==> src/rtl/mips_mem_pkg.sv <==
// mips_mem_pkg: access-size and FSM state encodings shared by the memory access unit
package mips_mem_pkg;
  localparam logic [1:0] SZ_BYTE = 2'd0;
  localparam logic [1:0] SZ_HALF = 2'd1;
  localparam logic [1:0] SZ_WORD = 2'd2;
  typedef enum logic [1:0] {ST_IDLE, ST_READ, ST_WRITE, ST_RESP} state_t;
endpackage

==> src/rtl/mips_lane_align.sv <==
// mips_lane_align: byte-lane extract/extend for loads, lane merge for stores, alignment check
// Ports: word (memory word), offset (byte offset in word), size, is_unsigned, wdata (right-justified store data)
//        -> rdata (extended load value), merged (word with target lanes replaced), misaligned (incl. illegal size)
module mips_lane_align
  import mips_mem_pkg::*;
#(
  parameter bit BIG_ENDIAN = 1
) (
  input  logic [31:0] word,
  input  logic [1:0]  offset,
  input  logic [1:0]  size,
  input  logic        is_unsigned,
  input  logic [31:0] wdata,
  output logic [31:0] rdata,
  output logic [31:0] merged,
  output logic        misaligned
);
  logic [4:0]  shift;
  logic [31:0] lane;
  logic [31:0] mask;
  always_comb begin
    // big-endian puts offset 0 in the top lane, so the shift counts down from the top
    shift = size == SZ_WORD ? 5'd0
          : BIG_ENDIAN ? (size == SZ_BYTE ? 5'd24 : 5'd16) - {offset, 3'b000}
          : {offset, 3'b000};
    lane = word >> shift;
    mask = (size == SZ_BYTE ? 32'h0000_00ff : 32'h0000_ffff) << shift;
    rdata = size == SZ_BYTE ? {{24{lane[7] & ~is_unsigned}}, lane[7:0]}
          : size == SZ_HALF ? {{16{lane[15] & ~is_unsigned}}, lane[15:0]}
          : word;
    merged = size == SZ_WORD ? wdata : (word & ~mask) | ((wdata << shift) & mask);
    misaligned = size == 2'd3 || (size == SZ_HALF && offset[0]) || (size == SZ_WORD && offset != 2'd0);
  end
endmodule

==> src/rtl/mips_mem_access_unit.sv <==
// mips_mem_access_unit: turns execute-stage load/store requests into word-memory cycles
// Ports: clk, reset (sync, active-high); req_valid/req_ready/req_write/req_size/req_unsigned/req_addr/req_wdata
//        request side; resp_valid/resp_rdata/resp_error one-cycle response; mem_address/write_data/
//        sig_mem_read/sig_mem_write registered memory strobes; read_data combinational memory word.
module mips_mem_access_unit
  import mips_mem_pkg::*;
#(
  parameter int ADDR_WORDS = 256,
  parameter bit BIG_ENDIAN = 1
) (
  input  logic        clk,
  input  logic        reset,
  input  logic        req_valid,
  output logic        req_ready,
  input  logic        req_write,
  input  logic [1:0]  req_size,
  input  logic        req_unsigned,
  input  logic [31:0] req_addr,
  input  logic [31:0] req_wdata,
  output logic        resp_valid,
  output logic [31:0] resp_rdata,
  output logic        resp_error,
  output logic [31:0] mem_address,
  output logic [31:0] write_data,
  output logic        sig_mem_read,
  output logic        sig_mem_write,
  input  logic [31:0] read_data
);
  state_t state, state_n;
  logic [1:0]  offset, size, sel_offset, sel_size;
  logic        is_unsigned, write, accept, error, misaligned;
  logic [31:0] wdata, load_data, merged;
  assign req_ready = state == ST_IDLE;
  assign accept = req_valid && req_ready;
  // while idle the aligner checks the incoming request; afterwards it works on the latched one
  assign sel_offset = req_ready ? req_addr[1:0] : offset;
  assign sel_size = req_ready ? req_size : size;
  assign error = misaligned || {2'b00, req_addr[31:2]} >= 32'(ADDR_WORDS);
  mips_lane_align #(.BIG_ENDIAN(BIG_ENDIAN)) u_align (
    .word(read_data),
    .offset(sel_offset),
    .size(sel_size),
    .is_unsigned(is_unsigned),
    .wdata(wdata),
    .rdata(load_data),
    .merged(merged),
    .misaligned(misaligned)
  );
  always_comb begin
    state_n = state;
    state_n = state == ST_IDLE ? (!accept ? ST_IDLE
                                : error ? ST_RESP
                                : (req_write && req_size == SZ_WORD) ? ST_WRITE : ST_READ)
            : state == ST_READ ? (write ? ST_WRITE : ST_RESP)
            : state == ST_WRITE ? ST_RESP
            : ST_IDLE;
  end
  // memory-side outputs are registered from the next state so strobes are clean for the whole cycle
  always_ff @(posedge clk) begin
    if (reset) begin
      state <= ST_IDLE;
      offset <= 2'd0;
      size <= 2'd0;
      is_unsigned <= 1'b0;
      write <= 1'b0;
      wdata <= 32'd0;
      resp_valid <= 1'b0;
      resp_error <= 1'b0;
      resp_rdata <= 32'd0;
      mem_address <= 32'd0;
      write_data <= 32'd0;
      sig_mem_read <= 1'b0;
      sig_mem_write <= 1'b0;
    end else begin
      state <= state_n;
      if (accept) begin
        offset <= req_addr[1:0];
        size <= req_size;
        is_unsigned <= req_unsigned;
        write <= req_write;
        wdata <= req_wdata;
        mem_address <= {2'b00, req_addr[31:2]};
      end
      sig_mem_read <= state_n == ST_READ;
      sig_mem_write <= state_n == ST_WRITE;
      resp_valid <= state_n == ST_RESP;
      resp_error <= state == ST_IDLE && state_n == ST_RESP;
      resp_rdata <= (state == ST_READ && state_n == ST_RESP) ? load_data : 32'd0;
      // the read word is merged on the same edge it is captured, straight from read_data
      if (state_n == ST_WRITE) write_data <= state == ST_IDLE ? req_wdata : merged;
    end
  end
endmodule
==> config.mk <==
export PLATFORM = sky130hd
export DESIGN_NAME = mips_mem_access_unit
export DESIGN_NICKNAME = d
export VERILOG_FILES = /design/src/rtl/mips_mem_pkg.sv /design/src/rtl/mips_lane_align.sv /design/src/rtl/mips_mem_access_unit.sv
export SDC_FILE = /design/constraint.sdc
export NUM_CORES = 1
export LEC_CHECK = 0
export CORE_AREA = 2 2 117 96
export DETAILED_ROUTE_END_ITERATION = 8
export DIE_AREA = 0 0 119 98
export DONT_BUFFER_PORTS = 1
export HOLD_SLACK_MARGIN = 0.03
export PLACE_DENSITY_LB_ADDON = 0.2
export REMOVE_ABC_BUFFERS = 1
export SYNTH_ARGS = -nofsm -noshare
export SYNTH_HDL_FRONTEND = slang
export SYNTH_SLANG_ARGS = --single-unit
==> constraint.sdc <==
create_clock -name clk -period 3.4 [get_ports clk]
set_input_delay 0.68 -clock clk [delete_from_list [all_inputs] [get_ports clk]]
set_output_delay 0.68 -clock clk [all_outputs]
set_load 0.02 [all_outputs]
==> results.json <==
{
  "hold_viol_final": 0,
  "detailed_route_wire_length_per_cell_um": 21.8,
  "synth.distinct_cells": 58,
  "worst-endpoint-required_ns": 3.69,
  "die_area_um2": 11700,
  "final_non_filler_cell_total": 970,
  "arrival_ns": 3.50,
  "yosys_warnings": 0,
  "layout_min_cycle_time_ns": 3.20,
  "clock_skew_ns": 0.00695,
  "placement.cell_area_um2": 6630,
  "die_height_um": 98,
  "hpwl_um": 14600,
  "critical_path.slowest_cell": "sky130_fd_sc_hd__ha_1",
  "slew-limit-headroom": 0.319,
  "post_synth_edffs": 0,
  "antenna_violating_nets_post_route": 0,
  "synth.ff_latch_count": 138,
  "total_power_draw_uw": 5680,
  "layout-drive-gt1-share": 0.114,
  "post-route-period-util": 0.942,
  "synthTopCellsByCount": "sky130_fd_sc_hd__nand2_1, sky130_fd_sc_hd__dfxtp_1, sky130_fd_sc_hd__a21oi_1",
  "setup-tns-final_ns": 0,
  "cts.htree.levels": 4,
  "cts-root-to-sink-buffers": 2,
  "finalNetCount": 920,
  "nFillCells": 903,
  "grt_pass1_wl_um": 32900,
  "min_path_type": "input pin to flop",
  "worst_min_delay_path_startpoint": "reset",
  "final_weighted_congestion_in_routability_driven_placement": 0.968,
  "path_cells": "inv_1, ha_4, nor3b_1, or2_1, inv_2, ha_1, or3_1, buf_4, mux2_2, mux2_2, a211oi_1, nor3_1",
  "timing.setup.critical_path_class": "flop to flop",
  "worst_skew_pair.late_latency_ns": 0.41,
  "clkSinkCount": 138,
  "vdd_ir_drop_max_v": 0.000553,
  "reg2reg_depth": 12,
  "worst-r2r-setup-slack_ns": 0.20,
  "final_setup_viols": 0,
  "start_util": 0.613,
  "cts_tree": "built",
  "path_clk_slew_ns": 0.06,
  "fp.coreArea_um2": 10600,
  "final_max_slew_viol_count": 0,
  "max_slew.worst_pin.slew_ns": 1.02,
  "dominantRegCellSynth": "sky130_fd_sc_hd__dfxtp_1",
  "rr_endpoint": "write_data[8]",
  "run_status": "finished clean",
  "flow.area_growth_from_synthesis_pct": 12.3,
  "vias": 6232,
  "gr-usage-all-layers": 0.359,
  "powerDensity_nw_per_um2": 779,
  "critical_path_peak_fanout": 13,
  "io-pin-count": 204,
  "antenna_found_initial": 0,
  "cts_inserted_buffers": 17,
  "source_of_the_worst_register_to_register_timing_path": "state[0]",
  "drc_errors": 0,
  "synth.area.top_cells": "sky130_fd_sc_hd__dfxtp_1, sky130_fd_sc_hd__nand2_1, sky130_fd_sc_hd__a21oi_1",
  "cpMostUsedCell": "sky130_fd_sc_hd__mux2_2",
  "worst_setup_path_endpoint": "write_data[8]",
  "place.port_buffers": 0,
  "postCtsSetupBuffers": 0,
  "critical_path.startpoint": "state[0]",
  "total_standard_cell_area_after_synthesis_um2": 6490,
  "critPathLaunchType": "flop",
  "synth-async-reset-ratio": 0,
  "synthCells": 831,
  "cp.depth": 12,
  "peak_freq_ghz": 0.312,
  "cts_root_buffer": "sky130_fd_sc_hd__clkbuf_16",
  "category_of_the_worst_setup_path_capture_point": "flop",
  "drtIter0Drc": 647,
  "placedCellCount": 938,
  "power.leakage_uw": 0.00270,
  "rows": 34,
  "grt.overflow.total": 0,
  "max_cap_violations": 0,
  "area_share_of_the_largest_cell_type_after_synthesis": 0.426,
  "die_width_um": 119,
  "synth-seq-area-share": 0.426,
  "worstPathBufferInverterCount": 3,
  "vias_per_cell": 6.42,
  "finish.instance_area_um2": 7290,
  "total_length_of_routed_wires_um": 21100,
  "critPathMaxStageDelay_ns": 0.39,
  "first_global_vias": 6047,
  "maximum_number_of_pins_on_one_net_before_global_route_repair": 112,
  "synth_area_leader_cell": "sky130_fd_sc_hd__dfxtp_1",
  "synth_area_per_cell_um2": 7.81,
  "hold_depth": 1,
  "drt-pass1-iter-count": 6,
  "cp_top_family": "simple AND/OR/NAND/NOR gates",
  "diodes": 0,
  "synth.most_common_cell": "sky130_fd_sc_hd__nand2_1"
}
[layer usage]
metal | global-route usage | routed length [um] | vias up
li1 | - | - | 2874
met1 | 0.452 | 8280 | 2902
met2 | 0.574 | 9990 | 399
met3 | 0.116 | 2340 | 57
met4 | 0.140 | 523 | 0
met5 | 0 | 0 | -
[kinds of logic (layout without fill, tap and decap cells)]
family / count (synthesis) / count (layout) / share of synthesized area
compound gates: 245 / 245 / 0.239
xor+xnor: 2 / 2 / 0.00270
fa+ha+maj: 4 / 4 / 0.00771
buf+inv: 84 / 78 / 0.0573
flops: 138 / 138 / 0.426
mux: 23 / 23 / 0.0438
other cells: 1 / 2 / 0.000578
simple gates: 334 / 334 / 0.223
[where the power goes]
group	internal [uW]	switching (uW)	leakage [uW]
clock	1270	709	0.000304
combinational	607	1080	0.00128
sequential	1770	241	0.00112
[what timing repair did]
action | 4_1_cts | 5_1_grt
endpoints found under the setup margin | 0 | 10
hold buffers | 0 | 0
endpoints found under the hold margin | 0 | 0
gates resized for setup | 0 | 3
[layout by cell type (no fill, tap or decap), drive strengths merged, types with 7 or more instances in the layout]
cell / synthesis / final
mux2: 18 / 18
a211oi: 23 / 23
nor2: 51 / 51
a21oi: 122 / 122
a221oi: 8 / 8
buf: 27 / 29
clkbuf: 40 / 23
o21ai: 25 / 25
nand2: 206 / 206
nor3: 19 / 19
dfxtp: 138 / 138
o41ai: 7 / 7
inv: 17 / 18
a311oi: 10 / 10
nor2b: 14 / 14
nand3b: 9 / 9
a221o: 8 / 8
o22ai: 7 / 7
o221ai: 9 / 9
nor4: 7 / 7
[metrics by stage]
| step | worst slack (ns) | hold WS (ns) | utilization |
|---|---|---|---|
| 3_5_place_dp | 0.174 | 0.442 | 0.625 |
| 5_1_grt | -0.00396 | 0.319 | 0.688 |
| 6_report | 0.199 | 0.328 | 0.688 |
| 4_1_cts | 0.131 | 0.323 | 0.686 |
| 2_1_floorplan | -1.87 | 0.425 | - |
| 3_3_place_gp | 0.232 | 0.435 | 0.625 |
[worst min-delay path by stage]
| stage | slack [ns] | to |
|---|---|---|
| finish | 0.33 | mem_address[12] |
| global route | 0.32 | mem_address[14] |
| CTS | 0.32 | mem_address[12] |
| detailed placement | 0.44 | wdata[21] |
| global placement | 0.44 | wdata[22] |
| floorplan | 0.43 | write |
[sequential cells by signal, indices dropped and copies added (netlist names)]
| register | flops |
|---|---|
| is_unsigned | 1 |
| mem_address | 30 |
| offset | 2 |
| resp_error | 1 |
| resp_rdata | 32 |
| resp_valid | 1 |
| sig_mem_read | 1 |
| sig_mem_write | 1 |
| size | 2 |
| state | 2 |
| wdata | 32 |
| write | 1 |
| write_data | 32 |
[cell type report]
type	instances	area [um2]	share of cell area
clock buffers	23	508	0.0697
clock inverters	9	134	0.0184
inverters	17	63.8	0.00875
multi-input cells	610	3420	0.470
flip-flops and latches	138	2760	0.379
well taps	144	180	0.0247
repair buffers	29	218	0.0299
(Power assumes the default switching activity.)
